===== config.mk =====
export PLATFORM = sky130hd
export DESIGN_NAME = out_port_fifo
export DESIGN_NICKNAME = d
export VERILOG_FILES = /design/src/rtl/out_port_pkg.sv /design/src/rtl/out_chan_fifo.sv /design/src/rtl/out_port_fifo.sv
export SDC_FILE = /design/constraint.sdc
export NUM_CORES = 1
export LEC_CHECK = 0
export ABC_AREA = 1
export CAP_MARGIN = 30
export CORE_UTILIZATION = 57
export DETAILED_ROUTE_END_ITERATION = 8
export PLACE_DENSITY_LB_ADDON = 0.2
export RECOVER_POWER = 50
export SKIP_CTS_REPAIR_TIMING = 1
export SLEW_MARGIN = 20
export SYNTH_ARGS = -nofsm -noshare
export SYNTH_HDL_FRONTEND = slang
export SYNTH_SLANG_ARGS = --single-unit

===== constraint.sdc =====
create_clock -name Clock -period 2.95 [get_ports Clock]
set_input_delay 0.59 -clock Clock [delete_from_list [all_inputs] [get_ports Clock]]
set_output_delay 0.59 -clock Clock [all_outputs]
set_load 0.02 [all_outputs]

===== src/rtl/out_port_pkg.sv =====
// out_port_pkg: shared defaults and width helpers for the output port FIFO
package out_port_pkg;
  localparam int DATA_W_DEF = 32;
  localparam int DEPTH_DEF  = 4;
  localparam int NUM_CH_DEF = 2;
  function automatic int ptr_w(input int depth);
    return $clog2(depth);
  endfunction
  function automatic int lvl_w(input int depth);
    return $clog2(depth + 1);
  endfunction
  localparam int PTR_W = ptr_w(DEPTH_DEF);
  localparam int LVL_W = lvl_w(DEPTH_DEF);
endpackage


===== src/rtl/out_chan_fifo.sv =====
// out_chan_fifo: one circular channel FIFO with occupancy count and drop detect
module out_chan_fifo
  import out_port_pkg::*;
#(
  parameter int DATA_W = DATA_W_DEF,
  parameter int DEPTH  = DEPTH_DEF
) (
  input  logic                      clk,
  input  logic                      rst,
  input  logic                      push_i,
  input  logic [DATA_W-1:0]         data_i,
  input  logic                      ready_i,
  output logic [DATA_W-1:0]         data_o,
  output logic                      valid_o,
  output logic                      full_o,
  output logic [lvl_w(DEPTH)-1:0]   level_o,
  output logic                      drop_o
);
  localparam int PW = ptr_w(DEPTH);
  localparam int LW = lvl_w(DEPTH);
  logic [DATA_W-1:0] mem_q [DEPTH];
  logic [PW-1:0] wr_q, wr_d, rd_q, rd_d;
  logic [LW-1:0] level_q, level_d;
  logic pop, push_ok;
  assign valid_o = level_q != '0;
  assign full_o  = level_q == LW'(DEPTH);
  assign pop     = valid_o & ready_i;
  // a full channel still accepts when the head leaves on the same edge
  assign push_ok = push_i & (~full_o | pop);
  assign drop_o  = push_i & full_o & ~pop;
  assign data_o  = valid_o ? mem_q[rd_q] : '0;
  assign level_o = level_q;
  always_comb begin
    wr_d    = push_ok ? wr_q + PW'(1) : wr_q;
    rd_d    = pop ? rd_q + PW'(1) : rd_q;
    level_d = level_q + LW'(push_ok) - LW'(pop);
  end
  always_ff @(posedge clk or posedge rst) begin
    if (rst) begin
      wr_q    <= '0;
      rd_q    <= '0;
      level_q <= '0;
    end else begin
      wr_q    <= wr_d;
      rd_q    <= rd_d;
      level_q <= level_d;
    end
  end
  always_ff @(posedge clk) begin
    if (push_ok) mem_q[wr_q] <= data_i;
  end
endmodule


===== src/rtl/out_port_fifo.sv =====
// out_port_fifo: multi-channel output port; decodes writes, tracks overflow, packs channel outputs
module out_port_fifo
  import out_port_pkg::*;
#(
  parameter int DATA_W = DATA_W_DEF,
  parameter int DEPTH  = DEPTH_DEF,
  parameter int NUM_CH = NUM_CH_DEF,
  localparam int CW    = (NUM_CH > 1) ? $clog2(NUM_CH) : 1,
  localparam int LW    = lvl_w(DEPTH)
) (
  input  logic                     Clock,
  input  logic                     Clear,
  input  logic [DATA_W-1:0]        BusMuxOut,
  input  logic                     OutPort,
  input  logic [CW-1:0]            ChSel,
  input  logic                     Broadcast,
  input  logic                     OvfClr,
  output logic [NUM_CH*DATA_W-1:0] OutData,
  output logic [NUM_CH-1:0]        OutValid,
  input  logic [NUM_CH-1:0]        OutReady,
  output logic [NUM_CH-1:0]        Full,
  output logic [NUM_CH-1:0]        Overflow,
  output logic [NUM_CH*LW-1:0]     Level
);
  logic [NUM_CH-1:0] we, drop, ovf_q, ovf_d;
  for (genvar c = 0; c < NUM_CH; c++) begin : g_ch
    // out-of-range ChSel matches no channel, so it is silently ignored
    assign we[c] = OutPort & (Broadcast | (ChSel == CW'(c)));
    out_chan_fifo #(.DATA_W(DATA_W), .DEPTH(DEPTH)) u_fifo (
      .clk    (Clock),
      .rst    (Clear),
      .push_i (we[c]),
      .data_i (BusMuxOut),
      .ready_i(OutReady[c]),
      .data_o (OutData[c*DATA_W +: DATA_W]),
      .valid_o(OutValid[c]),
      .full_o (Full[c]),
      .level_o(Level[c*LW +: LW]),
      .drop_o (drop[c])
    );
  end
  assign ovf_d    = (OvfClr ? '0 : ovf_q) | drop;
  assign Overflow = ovf_q;
  always_ff @(posedge Clock or posedge Clear) begin
    if (Clear) ovf_q <= '0;
    else       ovf_q <= ovf_d;
  end
endmodule


==> impl_metrics.toml <==
[run_status]
outcome = "finished, final reports clean"

[timing]
finClkSkew_ps = 8.263
finalMaxSlewViolations = 0
fmax_mhz = 350.0
fin_crit_ps = 2857
fin_crit_sh_pct = 96.86
max_slew_margin_pct = 57.69
finalSetupViolCount = 0
hold_viol_final = 0
tightest_slew_ps = 633.9

[route]
final_antenna_net_count = 0
post_drt_wl_per_cell_um = 16.38
drtIter0Drc = 732
drtPass1Iterations = 5
via_per_inst = 5.089
met1Wirelength_mm = 10.85
routed-wl-met3_mm = 1.508
vias = 7929
drt-total-wl_mm = 25.51
top_layer_used = "met4"
route.met2.wl_mm = 12.63
drc_errors = 0

[clock_network]
cts-buffers-inserted = 28
cts_htree_levels = 1
cts.clk_slew.worst_paths_ps = 60
clock_latency_ps = 530
clock_path_buffers = 3
cts_tree = "yes"
root_buffer = "clkbuf_16"
clock_sinks = 272

[setup_path]
worstRegToRegCells = 10
cp.buffers_inverters = 2
worst_path_dominant_cell_family = "buffers and inverters"
path_depth = 5
reg2reg_to = "g_ch[0].u_fifo.level_o[2]"
path_cells = "buf_4, nand2_1, nand3_1, a21oi_1, clkdlybuf4s50_1"
startpoint = "g_ch[1].u_fifo.rd_q[0]"
timing.rr.start = "g_ch[0].u_fifo.level_o[1]"
rrSetupSlack_ps = 870
cpPeakStageDelay_ps = 630
cp_slowest_cell = "clkdlybuf4s50_1"
crit_path_end = "OutData[35]"
crit_type = "flop to output pin"
end_kind = "output pin"
cp_max_fo = 39
cp_data_required_time_ps = 2360
arrival_ps = 2270
setup.worst_path.start_class = "flop"

[yosys]
syn_area_um2 = 11820
yosysWarnings = 0
syn_nets = 1193
ys_ff_latch = 272
synth_area_per_cell_um2 = 10.37
yosysUniqueCellTypes = 17
synth_top_area_cell = "edfxtp_1"
ys_top_cells_by_area = "edfxtp_1 65%, inv_1 9.2%, nand2_1 9.1%"
synth_top_area_share_pct = 65.05
syn_inst = 1140
yosysSeqAreaShare_pct = 68.44

[layout]
multi_input_area_um2 = 2434
n_fill_cell = 1440
fin_util_pct = 71.04
layout_common_cells = "290 x inv_1, 287 x nand2_1, 256 x edfxtp_1"
antennaDiodeCount = 0
syn_to_final_growth_pct = 22.03
layout_commonest_cell = "inv_1"
final_nets = 1320
seq_area_um2 = 8093
drive_above_1_share_pct = 6.755

[grt]
grt_max_degree = 40
grt-ovfl-total = 0
antenna_found_initial = 0
grt_pass1_wl_mm = 40.65
track_usage_pct = 24.74
grt_pass1_vias = 7783

[place]
place_congestion = 0.7491
io_buffers = 115
hpwl_mm = 16.10

[min_path]
hold_depth = 2
hold_path_class = "flop to flop"

[floorplan]
core_area_um2 = 20300
dieArea_um2 = 21310
die_w_um = 146.0
die_h_um = 146.0
start_util_pct = 58.22
rows = 52
io_pins = 116

[power]
ir_worst_vdd_mv = 0.9038
power_mw = 15.04
leakage_nw = 6.528
power_density_nw_per_um2 = 1043

[job]
drv_cap = 0
## power by group
part / switching, mW / internal (mW)
clock: 1.37 / 2.13
sequential: 0.194 / 4.86
combinational: 4.00 / 2.50
## per-stage QoR
stage | cell area (µm²) | hold WS, ps | setup TNS, ps | worst slack, ps | cells
after floorplan | 11820 | 492.3 | 0 | 136.0 | 1140
after global placement | 13440 | 463.7 | 0 | 474.1 | 1507
after detailed placement | 13440 | 476.7 | 0 | 409.9 | 1507
after CTS | 14360 | 457.3 | -90.22 | -31.47 | 1558
after global routing | 14420 | 529.6 | -28.65 | -27.58 | 1558
final | 14420 | 482.9 | 0 | 92.54 | 1558
## final cells by class
type	instances	share of cell area, %
sequential	272	56.12
multi-input combinational	524	16.87
timing repair buffer	149	10.66
inverter	292	7.618
clock buffer	34	5.162
tap	270	2.343
clock inverter	17	1.223
## registers in the layout, summed over array words and instances (netlist names)
name	flops
g_ch.u_fifo.wr_q	4
g_ch.u_fifo.level_o	6
Overflow	2
g_ch.u_fifo.rd_q	4
g_ch.u_fifo.mem_q	256
## cell usage after synthesis, drive strengths merged
library cell  count
nand3           138
clkbuf            9
dfrtp            16
o21ai             3
buf              43
nor2             14
edfxtp          256
fa                2
inv             292
a21oi            65
xor2              1
xnor2             3
nand2           287
ha               11
## per-layer routing
layer / global-route usage, % / vias to the layer above
met2: 41.53 / 257
met3: 3.480 / 35
li1: - / 3836
met5: 0 / -
met1: 33.70 / 3801
met4: 7.760 / 0
## worst min-delay path: cells and delay by family (launching register included)
| kind | cells | cell delay [ps] |
|---|---|---|
| DFF | 1 | 340 |
| and+or+nand+nor | 2 | 110 |
## worst min-delay path by stage
| stage | from | end | slack [ps] |
|---|---|---|---|
| 2_1_floorplan | g_ch[0].u_fifo.wr_q[1] | g_ch[0].u_fifo.wr_q[1] | 490 |
| 6_report | Overflow[0] | Overflow[0] | 480 |
| 3_5_place_dp | Overflow[1] | Overflow[1] | 480 |
| 5_1_grt | Overflow[1] | Overflow[1] | 530 |
| 4_1_cts | Clear | g_ch[0].u_fifo.level_o[2] | 460 |
| 3_3_place_gp | Overflow[1] | Overflow[1] | 460 |
## kinds of logic (layout without fill, tap and decap cells)
group,after synthesis,in the layout,synth area share (%)
simple gates,439,439,15.40
fa+ha+maj,13,13,1.503
compound gates,68,68,2.880
xor+xnor,4,4,0.2965
buf+inv,344,492,11.48
flops,272,272,68.44
No activity file was read; power rests on OpenSTA's default activity.
